[config.mk]
export PLATFORM = sky130hd
export DESIGN_NAME = xadc_drp_ctrl_flat
export DESIGN_NICKNAME = d
export VERILOG_FILES = /design/src/rtl/xadc_drp_ctrl_if.sv /design/src/rtl/xadc_drp_ctrl.sv /design/src/flat_wrapper.sv
export SDC_FILE = /design/constraint.sdc
export NUM_CORES = 1
export LEC_CHECK = 0
export CAP_MARGIN = 20
export CORE_MARGIN = 2
export CORE_UTILIZATION = 44
export DETAILED_ROUTE_END_ITERATION = 10
export GPL_TIMING_DRIVEN = 0
export PLACE_DENSITY = 0.79
export SETUP_SLACK_MARGIN = 0.15
export SYNTH_ARGS = -nofsm -noshare
export SYNTH_HDL_FRONTEND = slang
export SYNTH_SLANG_ARGS = --single-unit
[constraint.sdc]
create_clock -name CLK100MHZ -period 2 [get_ports CLK100MHZ]
set_input_delay 0.5 -clock CLK100MHZ [delete_from_list [all_inputs] [get_ports CLK100MHZ]]
set_output_delay 0.5 -clock CLK100MHZ [all_outputs]
set_load 0.005 [all_outputs]
[src/rtl/xadc_drp_ctrl_if.sv]
// DRP bus between the sequencer (master) and the XADC primitive (slave).
// Latency: none, plain wires; timing is owned by the sequencer.
// Backpressure: the slave stalls the master by withholding drp_drdy_i.
// Ports: drp_den_o/drp_dwe_o/drp_daddr_o/drp_di_o are driven by the master;
//        drp_do_i/drp_drdy_i are returned by the slave.
interface xadc_drp_ctrl_if;
  logic        drp_den_o;
  logic        drp_dwe_o;
  logic [6:0]  drp_daddr_o;
  logic [15:0] drp_di_o;
  logic [15:0] drp_do_i;
  logic        drp_drdy_i;

  modport master (
    output drp_den_o, drp_dwe_o, drp_daddr_o, drp_di_o,
    input  drp_do_i, drp_drdy_i
  );

  modport slave (
    input  drp_den_o, drp_dwe_o, drp_daddr_o, drp_di_o,
    output drp_do_i, drp_drdy_i
  );
endinterface

[src/rtl/xadc_drp_ctrl.sv]
// XADC DRP sequencer: status read per end-of-conversion, shared with host config writes.
// Latency: eoc -> den 1 cycle; drdy -> sample_valid_o / cfg_ack_o 1 cycle.
// Backpressure: one DRP access in flight; one eoc is buffered, further eocs set overrun_o.
// Ports: CLK100MHZ/reset_i clock and sync reset; eoc_i/channel_i from the XADC;
//        cfg_req_i/cfg_addr_i/cfg_data_i/cfg_ack_o host write handshake; drp DRP bus;
//        sample_o/sample_ch_o/sample_valid_o results; busy_o, overrun_o, timeout_o,
//        clr_flags_i status.
module xadc_drp_ctrl #(
  parameter logic [6:0] STATUS_BASE    = 7'h10,
  parameter int         TIMEOUT_CYCLES = 64
) (
  input  logic            CLK100MHZ,
  input  logic            reset_i,
  input  logic            eoc_i,
  input  logic [4:0]      channel_i,
  input  logic            cfg_req_i,
  input  logic [6:0]      cfg_addr_i,
  input  logic [15:0]     cfg_data_i,
  output logic            cfg_ack_o,
  xadc_drp_ctrl_if.master drp,
  output logic [11:0]     sample_o,
  output logic [4:0]      sample_ch_o,
  output logic            sample_valid_o,
  output logic            busy_o,
  output logic            overrun_o,
  output logic            timeout_o,
  input  logic            clr_flags_i
);

  localparam int CNT_W = $clog2(TIMEOUT_CYCLES);
  localparam logic [CNT_W-1:0] CNT_LAST = CNT_W'(TIMEOUT_CYCLES - 1);

  typedef enum logic [1:0] {IDLE, RD_WAIT, WR_WAIT} state_t;

  state_t           state;
  logic             pend_flg;
  logic [4:0]       pend_ch;
  logic [4:0]       cur_ch;
  logic [CNT_W-1:0] tmo_cnt;

  // A fresh eoc in IDLE takes precedence over a buffered one.
  logic [4:0] sel_ch;
  logic [6:0] rd_addr;
  assign sel_ch  = eoc_i ? channel_i : pend_ch;
  assign rd_addr = STATUS_BASE + {2'b00, sel_ch};

  // Status registers carry the sample left-justified; the low nibble is unused.
  logic unused_do_bits;
  assign unused_do_bits = ^drp.drp_do_i[3:0];

  always_ff @(posedge CLK100MHZ) begin
    if (reset_i) begin
      state           <= IDLE;
      pend_flg        <= 1'b0;
      pend_ch         <= '0;
      cur_ch          <= '0;
      tmo_cnt         <= '0;
      cfg_ack_o       <= 1'b0;
      drp.drp_den_o   <= 1'b0;
      drp.drp_dwe_o   <= 1'b0;
      drp.drp_daddr_o <= '0;
      drp.drp_di_o    <= '0;
      sample_o        <= '0;
      sample_ch_o     <= '0;
      sample_valid_o  <= 1'b0;
      busy_o          <= 1'b0;
      overrun_o       <= 1'b0;
      timeout_o       <= 1'b0;
    end else begin
      drp.drp_den_o  <= 1'b0;
      drp.drp_dwe_o  <= 1'b0;
      sample_valid_o <= 1'b0;
      cfg_ack_o      <= 1'b0;

      // Set events are assigned after the clear so they win a same-cycle tie.
      if (clr_flags_i) begin
        overrun_o <= 1'b0;
        timeout_o <= 1'b0;
      end
      if (eoc_i && pend_flg) overrun_o <= 1'b1;

      // Buffer every eoc; IDLE clears the flag again when it launches directly.
      if (eoc_i) begin
        pend_flg <= 1'b1;
        pend_ch  <= channel_i;
      end

      case (state)
        IDLE: begin
          tmo_cnt <= '0;
          if (eoc_i || pend_flg) begin
            state           <= RD_WAIT;
            busy_o          <= 1'b1;
            drp.drp_den_o   <= 1'b1;
            drp.drp_daddr_o <= rd_addr;
            cur_ch          <= sel_ch;
            pend_flg        <= 1'b0;
          end else if (cfg_req_i) begin
            state           <= WR_WAIT;
            busy_o          <= 1'b1;
            drp.drp_den_o   <= 1'b1;
            drp.drp_dwe_o   <= 1'b1;
            drp.drp_daddr_o <= cfg_addr_i;
            drp.drp_di_o    <= cfg_data_i;
          end
        end

        RD_WAIT: begin
          if (drp.drp_drdy_i) begin
            sample_o       <= drp.drp_do_i[15:4];
            sample_ch_o    <= cur_ch;
            sample_valid_o <= 1'b1;
            state          <= IDLE;
            busy_o         <= 1'b0;
          end else if (tmo_cnt == CNT_LAST) begin
            timeout_o <= 1'b1;
            state     <= IDLE;
            busy_o    <= 1'b0;
          end else begin
            tmo_cnt <= tmo_cnt + CNT_W'(1);
          end
        end

        WR_WAIT: begin
          // An aborted write still acks so the host handshake always closes.
          if (drp.drp_drdy_i) begin
            cfg_ack_o <= 1'b1;
            state     <= IDLE;
            busy_o    <= 1'b0;
          end else if (tmo_cnt == CNT_LAST) begin
            cfg_ack_o <= 1'b1;
            timeout_o <= 1'b1;
            state     <= IDLE;
            busy_o    <= 1'b0;
          end else begin
            tmo_cnt <= tmo_cnt + CNT_W'(1);
          end
        end

        default: begin
          state  <= IDLE;
          busy_o <= 1'b0;
        end
      endcase
    end
  end

endmodule
[src/flat_wrapper.sv]
// flat-port wrapper written by rule: the top's interface ports become plain ports
module xadc_drp_ctrl_flat 
#(
  parameter logic [6:0] STATUS_BASE    = 7'h10,
  parameter int         TIMEOUT_CYCLES = 64
)
  (CLK100MHZ, reset_i, eoc_i, channel_i, cfg_req_i, cfg_addr_i, cfg_data_i, cfg_ack_o, sample_o, sample_ch_o, sample_valid_o, busy_o, overrun_o, timeout_o, clr_flags_i, drp_drp_den_o, drp_drp_dwe_o, drp_drp_daddr_o, drp_drp_di_o, drp_drp_do_i, drp_drp_drdy_i);
  xadc_drp_ctrl_if drp_i ();
  input  logic CLK100MHZ;
  input  logic reset_i;
  input  logic eoc_i;
  input  logic [4:0] channel_i;
  input  logic cfg_req_i;
  input  logic [6:0] cfg_addr_i;
  input  logic [15:0] cfg_data_i;
  output logic cfg_ack_o;
  output logic [11:0] sample_o;
  output logic [4:0] sample_ch_o;
  output logic sample_valid_o;
  output logic busy_o;
  output logic overrun_o;
  output logic timeout_o;
  input  logic clr_flags_i;
  output wire logic [$bits(drp_i.drp_den_o)-1:0] drp_drp_den_o;
  output wire logic [$bits(drp_i.drp_dwe_o)-1:0] drp_drp_dwe_o;
  output wire logic [$bits(drp_i.drp_daddr_o)-1:0] drp_drp_daddr_o;
  output wire logic [$bits(drp_i.drp_di_o)-1:0] drp_drp_di_o;
  input wire logic [$bits(drp_i.drp_do_i)-1:0] drp_drp_do_i;
  input wire logic [$bits(drp_i.drp_drdy_i)-1:0] drp_drp_drdy_i;
  assign drp_drp_den_o = drp_i.drp_den_o;
  assign drp_drp_dwe_o = drp_i.drp_dwe_o;
  assign drp_drp_daddr_o = drp_i.drp_daddr_o;
  assign drp_drp_di_o = drp_i.drp_di_o;
  assign drp_i.drp_do_i = drp_drp_do_i;
  assign drp_i.drp_drdy_i = drp_drp_drdy_i;
  xadc_drp_ctrl #(.STATUS_BASE(STATUS_BASE), .TIMEOUT_CYCLES(TIMEOUT_CYCLES)) u_core (.CLK100MHZ(CLK100MHZ), .reset_i(reset_i), .eoc_i(eoc_i), .channel_i(channel_i), .cfg_req_i(cfg_req_i), .cfg_addr_i(cfg_addr_i), .cfg_data_i(cfg_data_i), .cfg_ack_o(cfg_ack_o), .drp(drp_i), .sample_o(sample_o), .sample_ch_o(sample_ch_o), .sample_valid_o(sample_valid_o), .busy_o(busy_o), .overrun_o(overrun_o), .timeout_o(timeout_o), .clr_flags_i(clr_flags_i));
endmodule
After elaboration in Yosys (flattened, before gate mapping):

Cells that the tools add are included.

* add/sub/neg operators: 2
* equality and inequality tests: 7
* mux-type cells: 30
* bitwise operators: 4
* reduce and logical (&&, ||, !) cells: 17

Operator list (count)
* two-way mux 1 bit: 18
* two-way mux 7 bit: 2
* two-way mux 6 bit: 2
* case mux 6 bit (2 select lines): 1
* two-way mux 2 bit: 4
* AND reduction 2 bit: 4
* OR reduction 2 bit: 4
* adder 5 x 5 -> 6 bit (first input constant): 1
* adder 6 x 1 -> 6 bit (second input constant): 1
* equality test 6 bit (second input constant): 1
* AND reduction 3 bit: 2
* nonzero test 2 bit: 3
* two-way mux 5 bit: 1
* inequality test 2 bit (second input constant): 2
* inverter 1 bit: 4
* case mux 2 bit (2 select lines): 1
* inequality test 3 x 1 -> 1 bit (second input constant): 1
* inequality test 3 x 2 -> 1 bit (second input constant): 1
* OR reduction 3 bit: 1
* equality test 2 x 1 -> 1 bit (second input constant): 1
* equality test 2 bit (second input constant): 1
* zero test 2 bit: 1
* case mux 1 bit (2 select lines): 1
* logical AND 1 bit: 1
* logical OR 1 bit: 1

* register bits: 66
* bits of input ports: 50
* output and inout port bits: 47

Depth between registers and ports, before layout:

Gate-level depths: netlist of the first run.

* depth after elaboration: 4
* mapped depth: 8
* gate-level depth less buffers: 6

Least setup slack after synthesis of the first run:

OpenSTA, ideal clock, no wires.

* path type: input to register
* from: in eoc_i
* to: reg u_core.drp.drp_daddr_o[0]
* data arrival time: 1415 ps
* required time: 1872 ps
* slack: 457 ps
* stages: 5
* path buffers: 1
* cells stage by stage: buf_2 or3_4 nand2_4 mux2i_1 nor2_1

* word-level cells in the longest chain between the ends: 3
* elaborated cells on any way between the ends: 6

RTL lines
* from (decl): line flat_wrapper.sv:11 `input logic eoc_i;`
* two-way mux 5 bit or logical OR 1 bit (tied branches)
* adder 5 x 5 -> 6 bit or nonzero test 2 bit (tied branches)
* two-way mux 7 bit or AND reduction 2 bit (tied branches)
* to (signal assigned): line xadc_drp_ctrl.sv:95 `drp.drp_daddr_o <= rd_addr;`
* to (signal assigned): line xadc_drp_ctrl.sv:103 `drp.drp_daddr_o <= cfg_addr_i;`
* to (decl): line xadc_drp_ctrl_if.sv:15 `output drp_den_o, drp_dwe_o, drp_daddr_o, drp_di_o,`

Parallel ways exist; a longest one is shown, timed or not.
A chain may end at the register's enable or synchronous reset.

Final worst setup path of the first run:

* from: in reset_i
* to: reg u_core.sample_o[3]

RTL lines
* from (decl): line flat_wrapper.sv:10 `input logic reset_i;`
* to (signal assigned): line xadc_drp_ctrl.sv:110 `sample_o <= drp.drp_do_i[15:4];`
* to (decl): line xadc_drp_ctrl.sv:21 `output logic [11:0] sample_o,`

No word-level cell between the ends.

==> metrics, run 1 <==
worst-path cell chain=clkdlybuf4s50_1, clkbuf_1, buf_1, a21oi_1; NumNets Final=470; GR Util met3=about 5.4%; Clock Tree Root=clkbuf_8; CP bufs+invs=3; Reg-to-Reg End=u_core.tmo_cnt[2]$_SDFFE_PP0P_; Tightest Hold Check Type=reg2reg; H-Tree Depth=3; Async SR Flop Fraction=0%; Residual DRC=0; EDFF count, synth=0; hold_sp=u_core.drp.drp_di_o[9]$_SDFFE_PP0P_; routed wire length=around 6500 um; Seq cells post-synth=66; reg2reg path depth=7; FF-to-FF setup slack=between 200 and 300 ps; fin area=slightly below 4000 um^2; post-synthesis cell type count=39; clock power share=36.5%; initial antenna violation count=0; CP peak stage delay=between 500 and 600 ps; mean post-synth cell area=around 8.4 um^2; Top Family by Delay on Critical Path=buffers and inverters; placed wire-length estimate=4770 um; hold path endpoint=u_core.drp.drp_di_o[9]$_SDFFE_PP0P_; share of cells above drive strength 1=8.59%; Setup-failing EPs final=0; GR peak layer=met2; f_max=559 MHz; pin count of the biggest net entering global routing=11; top post-synthesis cells by area=dfxtp_1, nand2_1, a21oi_1, mux2i_1, nor2_1; slowest CP cell=clkdlybuf4s50_1; sequential share of power=44.1%; Worst slew margin=between 60 and 70%; crit path DAT=between 1500 and 2000 ps; placed inst area=around 3600 um^2; clk sink count=between 60 and 70; row count=28; DIE AREA=roughly 6600 um^2; Inserted Diodes=0; Total GRT Usage=slightly above 20%; Die Width=approximately 81 um; Yosys Warn Count=0; vias in the first global route=roughly 2.3k; status=finished, final reports clean; area growth from synthesis to layout=47.0%; GR Overflow Total=0; unrepaired setup endpoints after global routing=false; Reg-to-Reg Start=u_core.state[0]$_SDFFE_PP0P_; Final Max Slew Viols=0; Worst setup SP type=input pin; register area share after synthesis=about half; Worst Setup End Kind=flop; Switching Share=between 20 and 30%; starting density of the core=between 40 and 50%; post-CTS setup buffer count=0; total CTS buffers=9; Reg clk slew, reported paths=~70 ps; max-cap viol count=0; Worst Tran Pin Value=536 ps; Req. time, crit path=roughly 2200 ps; met2 Use GR=between 30% and 40%; Yosys top cell area share=about 50%; post-synth top area cell=dfxtp_1; Power Density=860 nW/um^2; I/O pin total=97; Max VDD drop=around 0.00058 V; WHS=453 ps; Core Area=between 5000 and 6000 um^2; CTS Buffer Depth=2; Comb pwr share=about a fifth; cell-internal power=between 0.002 and 0.0025 W; CTS tree=built; WHS Path Cells=2; first-pass GRT wire length=a little over 10,000 um; Final period util=between 80% and 90%; Final min period=1790 ps; ANT nets after route=0; 1st-iter DRT viols=85; drt first pass iters=4; worst-path fanout max=10; Lkg Pwr=around 1.4 nW; P_sw=0.000836 W; via count=2,482; synthesized cell area=between 2000 and 3000 um^2; syn_nets=approximately 370; cells after synthesis=~310; Fin. Hold Viols=0; via/cell ratio=around 5; Die Y=about 80 um; top_reg_cell synth=dfxtp_1; Routability Congestion=0.780; routed len/inst=13.2 um; clk_skew=between 6 and 7 ps; Worst-Skew Late Latency=~340 ps; I/O Buffers=91; GR Util met1=between 20% and 30%; CP Class=in2reg
[layer usage]
| layer | vias up | part of all wire [%] |
|---|---|---|
| met5 | - | 0 |
| met4 | 0 | 1.3 |
| met1 | 1121 | 45 |
| met2 | 87 | 46 |
| li1 | 1267 | - |
| met3 | 7 | 7.5 |
[synthesized netlist by cell type, types with 3 or more instances]
| master | number |
|---|---|
| a211oi_1 | 6 |
| a21oi_1 | 44 |
| a31oi_1 | 3 |
| buf_1 | 4 |
| buf_2 | 10 |
| clkbuf_1 | 5 |
| dfxtp_1 | 66 |
| ha_1 | 5 |
| inv_1 | 5 |
| mux2i_1 | 12 |
| nand2_1 | 80 |
| nand2b_1 | 5 |
| nor2_1 | 22 |
| nor3_1 | 3 |
| nor3b_1 | 3 |
| o21ai_0 | 8 |
[placed cells by master, fill, tap and decap left out, types with 3 or more instances in the layout]
cell type and count:
o21ai_0 8, dfxtp_1 66, a21oi_1 44, nor3_1 3
a31oi_1 3, clkbuf_2 4, buf_2 10, a211oi_1 6
nand2_1 80, nor3b_1 3, clkbuf_1 4, nor2_1 22
clkdlybuf4s50_1 91, clkbuf_8 14, inv_1 5, ha_1 5
mux2i_1 12, nand2b_1 5
[state kept, by name, indices dropped and copies added (netlist names), 2 cells and up]
signal / flops
u_core.cur_ch: 5
u_core.drp.drp_daddr_o: 7
u_core.drp.drp_di_o: 16
u_core.pend_ch: 5
u_core.sample_ch_o: 5
u_core.sample_o: 12
u_core.state: 2
u_core.tmo_cnt: 6
[cells by family after synthesis]
group | Yosys count | synth area share [%]
AND/OR/NAND/NOR | 132 | 22.9
AO/OA/AOI/OAI | 72 | 15.5
buffers and inverters | 26 | 4.47
adder cells (fa/ha/maj) | 5 | 2.38
multiplexers | 12 | 4.56
flip-flops | 66 | 50.2
[worst max path at each step]
stage	from	endpoint	depth (start not counted)
after floorplan	eoc_i	u_core.drp.drp_daddr_o[0]$_SDFFE_PP0P_	5
after global placement	reset_i	u_core.drp.drp_daddr_o[5]$_SDFFE_PP0P_	4
after detailed placement	reset_i	u_core.sample_valid_o$_SDFF_PP0_	4
after CTS	reset_i	u_core.overrun_o$_SDFFE_PP0P_	4
after global routing	reset_i	u_core.sample_o[0]$_SDFFE_PP0P_	4
final	reset_i	u_core.sample_o[3]$_SDFFE_PP0P_	4
[through the flow]
step           std cells  setup WS [ps]  TNS, ps  utilization, %  total power, W
4_1_cts              494            186        0            66.0         0.00335
3_5_place_dp         479           -176    -5750            62.2         0.00214
6_report             494            211        0            66.1         0.00333
2_1_floorplan        313            457        0               -         0.00183
5_1_grt              494            155        0            66.1         0.00348
3_3_place_gp         479           -140    -4600            62.2         0.00212
[worst min-delay path, cell delays in order, from the launching register on]
cell     delay, ps
dfxtp_1        310
nand2_1         50
a21oi_1         50
[area by class of cell]
class | instances | area, um^2
Inverter | 5 | 18.8
Clock buffer | 14 | 193
Sequential cell | 66 | 1320
Multi-Input combinational cell | 221 | 1200
Timing Repair Buffer | 91 | 911
Tap cell | 75 | 93.8
Buffer | 21 | 104
Fill cell | 482 | 1980
Clock inverter | 1 | 30.0
[what timing repair did]
| item | CTS | global route |
|---|---|---|
| gates resized for setup | 0 | 6 |
| endpoints found under the hold margin | 0 | 0 |
| setup endpoints to repair | 0 | 37 |
| hold buffers | 0 | 0 |
[power groups by stage]
| stage | Clock, W | Sequential, W | Combinational [W] |
|---|---|---|---|
| global route | 0.00129 | 0.00148 | 0.000714 |
| finish | 0.00121 | 0.00147 | 0.000644 |
| detailed placement | 0 | 0.00150 | 0.000641 |
| CTS | 0.00124 | 0.00147 | 0.000645 |
| floorplan | 0 | 0.00150 | 0.000328 |
| global placement | 0 | 0.00149 | 0.000630 |
(Power assumes the default switching activity.)
==> run 2, diff against run 1 <==
- CTS_CLUSTER_DIAMETER: default -> 60
==> results of run 2 <==
The final DEF is identical to that of run 1; final timing and power are the same.
==> run 3, diff against run 2 <==
- PLACE_DENSITY: 0.79 -> 0.8
==> metrics, run 3 (synthesized netlist as in run 1, its figures left out) <==
share of cells above drive strength 1=around 7.9%; row count=28; Core Area=5850 um^2; initial antenna violation count=0; Worst Setup End Kind=flop; Comb pwr share=between 15 and 20%; biggest regs=u_core.drp.drp_di_o x16, u_core.sample_o x12, u_core.drp.drp_daddr_o x7; Final min period=roughly 1800 ps; Worst Tran Pin Value=approximately 540 ps; Place WS=-124 ps; Final period util=a little under 90%; Lkg Pwr=approximately 1.4 nW; ANT nets after route=0; fin area=around 3900 um^2; Routability Congestion=between 0.8 and 0.9; Top reg by flops=u_core.drp.drp_di_o; Tot Pwr=0.00336 W; cell-internal power=0.00248 W; clk_skew=between 7 and 8 ps; Tightest Hold Check Type=reg2reg; Clock Tree Root=clkbuf_8; pin count of the biggest net entering global routing=12; H-Tree Depth=3; total CTS buffers=9; CP peak stage delay=around 400 ps; worst-path cell chain=inv_1, ha_1, buf_2, nor2b_1, o21ai_2, a211oi_1, a21o_1; setup tns final=0 ps; placed wire-length estimate=4820 um; unrepaired setup endpoints after global routing=true; max-cap viol count=0; clock power share=a little under two fifths; GR Overflow Total=0; CP Class=reg2reg; reg2reg path depth=7; Top Family by Delay on Critical Path=compound AO/OA/AOI/OAI gates; area growth from synthesis to layout=46.7%; max reg flops=16; Worst setup endpoint=u_core.state[0]$_SDFFE_PP0P_; post-CTS setup buffer count=0; via count=~2.5k; critical path depth in cells=7; # fillers=490; CTS tree=built; hold_sp=u_core.sample_o[10]$_SDFFE_PP0P_; FF-to-FF setup slack=230 ps; vias in the first global route=approximately 2.3k; Finished Layout Cells=a little under 500; via/cell ratio=5.06; Reg-to-Reg Start=u_core.state[1]$_SDFFE_PP0P_; DIE AREA=between 6000 and 7000 um^2; Setup-failing EPs final=0; Die Width=a little over 80 um; Fin. Hold Viols=0; Total GRT Usage=a little over a fifth; Reg clk slew, reported paths=70 ps; most frequent cells in the layout=clkdlybuf4s50_1, nand2_1, dfxtp_1; CTS Buffer Depth=2; Switching Share=26.1%; Max VDD drop=approximately 0.00048 V; f_max=565 MHz; Req. time, crit path=around 2300 ps; first-pass GRT wire length=roughly 11,000 um; # placed instances=between 400 and 500; CP bufs+invs=2; Worst-Skew Late Latency=350 ps; routed wire length=just under 7000 um; most common cell after layout, fill and taps aside=clkdlybuf4s50_1; sequential share of power=a little over two fifths; Power Density=around 870 nW/um^2; Hold-fix buffers, CTS=0; Reg-to-Reg End=u_core.state[0]$_SDFFE_PP0P_; Residual DRC=0; P_sw=0.000875 W; Die Y=roughly 81 um; Worst slew margin=64.0%; post-route worst setup slack=230 ps; placed inst area=3640 um^2; status=finished, final reports clean; clk sink count=66; worst-path fanout max=9; drt first pass iters=5; crit path DAT=between 2000 and 2500 ps; I/O Buffers=91; routed len/inst=between 10 and 15 um; starting density of the core=between 40 and 50%; Inserted Diodes=0; crit path launch=u_core.state[1]$_SDFFE_PP0P_; slowest CP cell=dfxtp_1; 1st-iter DRT viols=91; NumNets Final=470; Worst setup SP type=flop; Final Max Slew Viols=0; I/O pin total=97
-- run 3: worst min-delay path by stage --
stage	end	slack [ps]	depth (start not counted)
after CTS	u_core.sample_ch_o[0]$_SDFFE_PP0P_	460	2
after floorplan	u_core.sample_ch_o[0]$_SDFFE_PP0P_	430	2
after global routing	u_core.drp.drp_di_o[4]$_SDFFE_PP0P_	480	2
final	u_core.sample_o[10]$_SDFFE_PP0P_	450	2
after global placement	u_core.drp.drp_di_o[13]$_SDFFE_PP0P_	440	2
after detailed placement	u_core.drp.drp_di_o[4]$_SDFFE_PP0P_	450	2
-- run 3: stage by stage --
step	hold slack, ps	util [%]
2_1_floorplan	432	-
4_1_cts	456	65.9
6_report	454	66.0
5_1_grt	476	66.0
3_3_place_gp	442	62.2
3_5_place_dp	447	62.2
-- run 3: power groups by stage --
| stage | clock [W] | sequential [W] | combinational (W) |
|---|---|---|---|
| after floorplan | 0 | 0.00150 | 0.000328 |
| after global placement | 0 | 0.00149 | 0.000628 |
| after detailed placement | 0 | 0.00150 | 0.000646 |
| after CTS | 0.00126 | 0.00147 | 0.000651 |
| after global routing | 0.00132 | 0.00148 | 0.000722 |
| final | 0.00124 | 0.00147 | 0.000652 |
-- run 3: layout make-up --
type                       count  area [um^2]  share of cell area [%]
buffer                        21          100                    2.59
clock buffer                  11          141                    3.66
clock inverter                 5         77.6                    2.01
inverter                       5         18.8                   0.486
multi-input combinational    221         1200                    31.0
sequential                    66         1320                    34.2
tap                           75         93.8                    2.43
timing repair buffer          91          911                    23.6
-- run 3: worst register-to-register path: cells and delay by family (launching register included) --
kind / cells / cell delay, ps
adder cells (fa/ha/maj): 1 / 270
AO/OA/AOI/OAI: 3 / 530
flip-flops: 1 / 400
buffers and inverters: 2 / 260
AND/OR/NAND/NOR: 1 / 250
-- run 3: per-layer routing --
layer / up-vias / global-route usage (%) / share of wire [%]
met5: - / 0 / 0
met4: 0 / 10.5 / 2.0
met3: 12 / 6.89 / 7.1
met2: 91 / 36.1 / 47
met1: 1139 / 25.1 / 44
li1: 1262 / - / -
-- run 3: what timing repair did --
| item | CTS | global route |
|---|---|---|
| hold endpoints to repair | 0 | 0 |
| gates resized for setup | 0 | 3 |
| setup endpoints to repair | 0 | 13 |
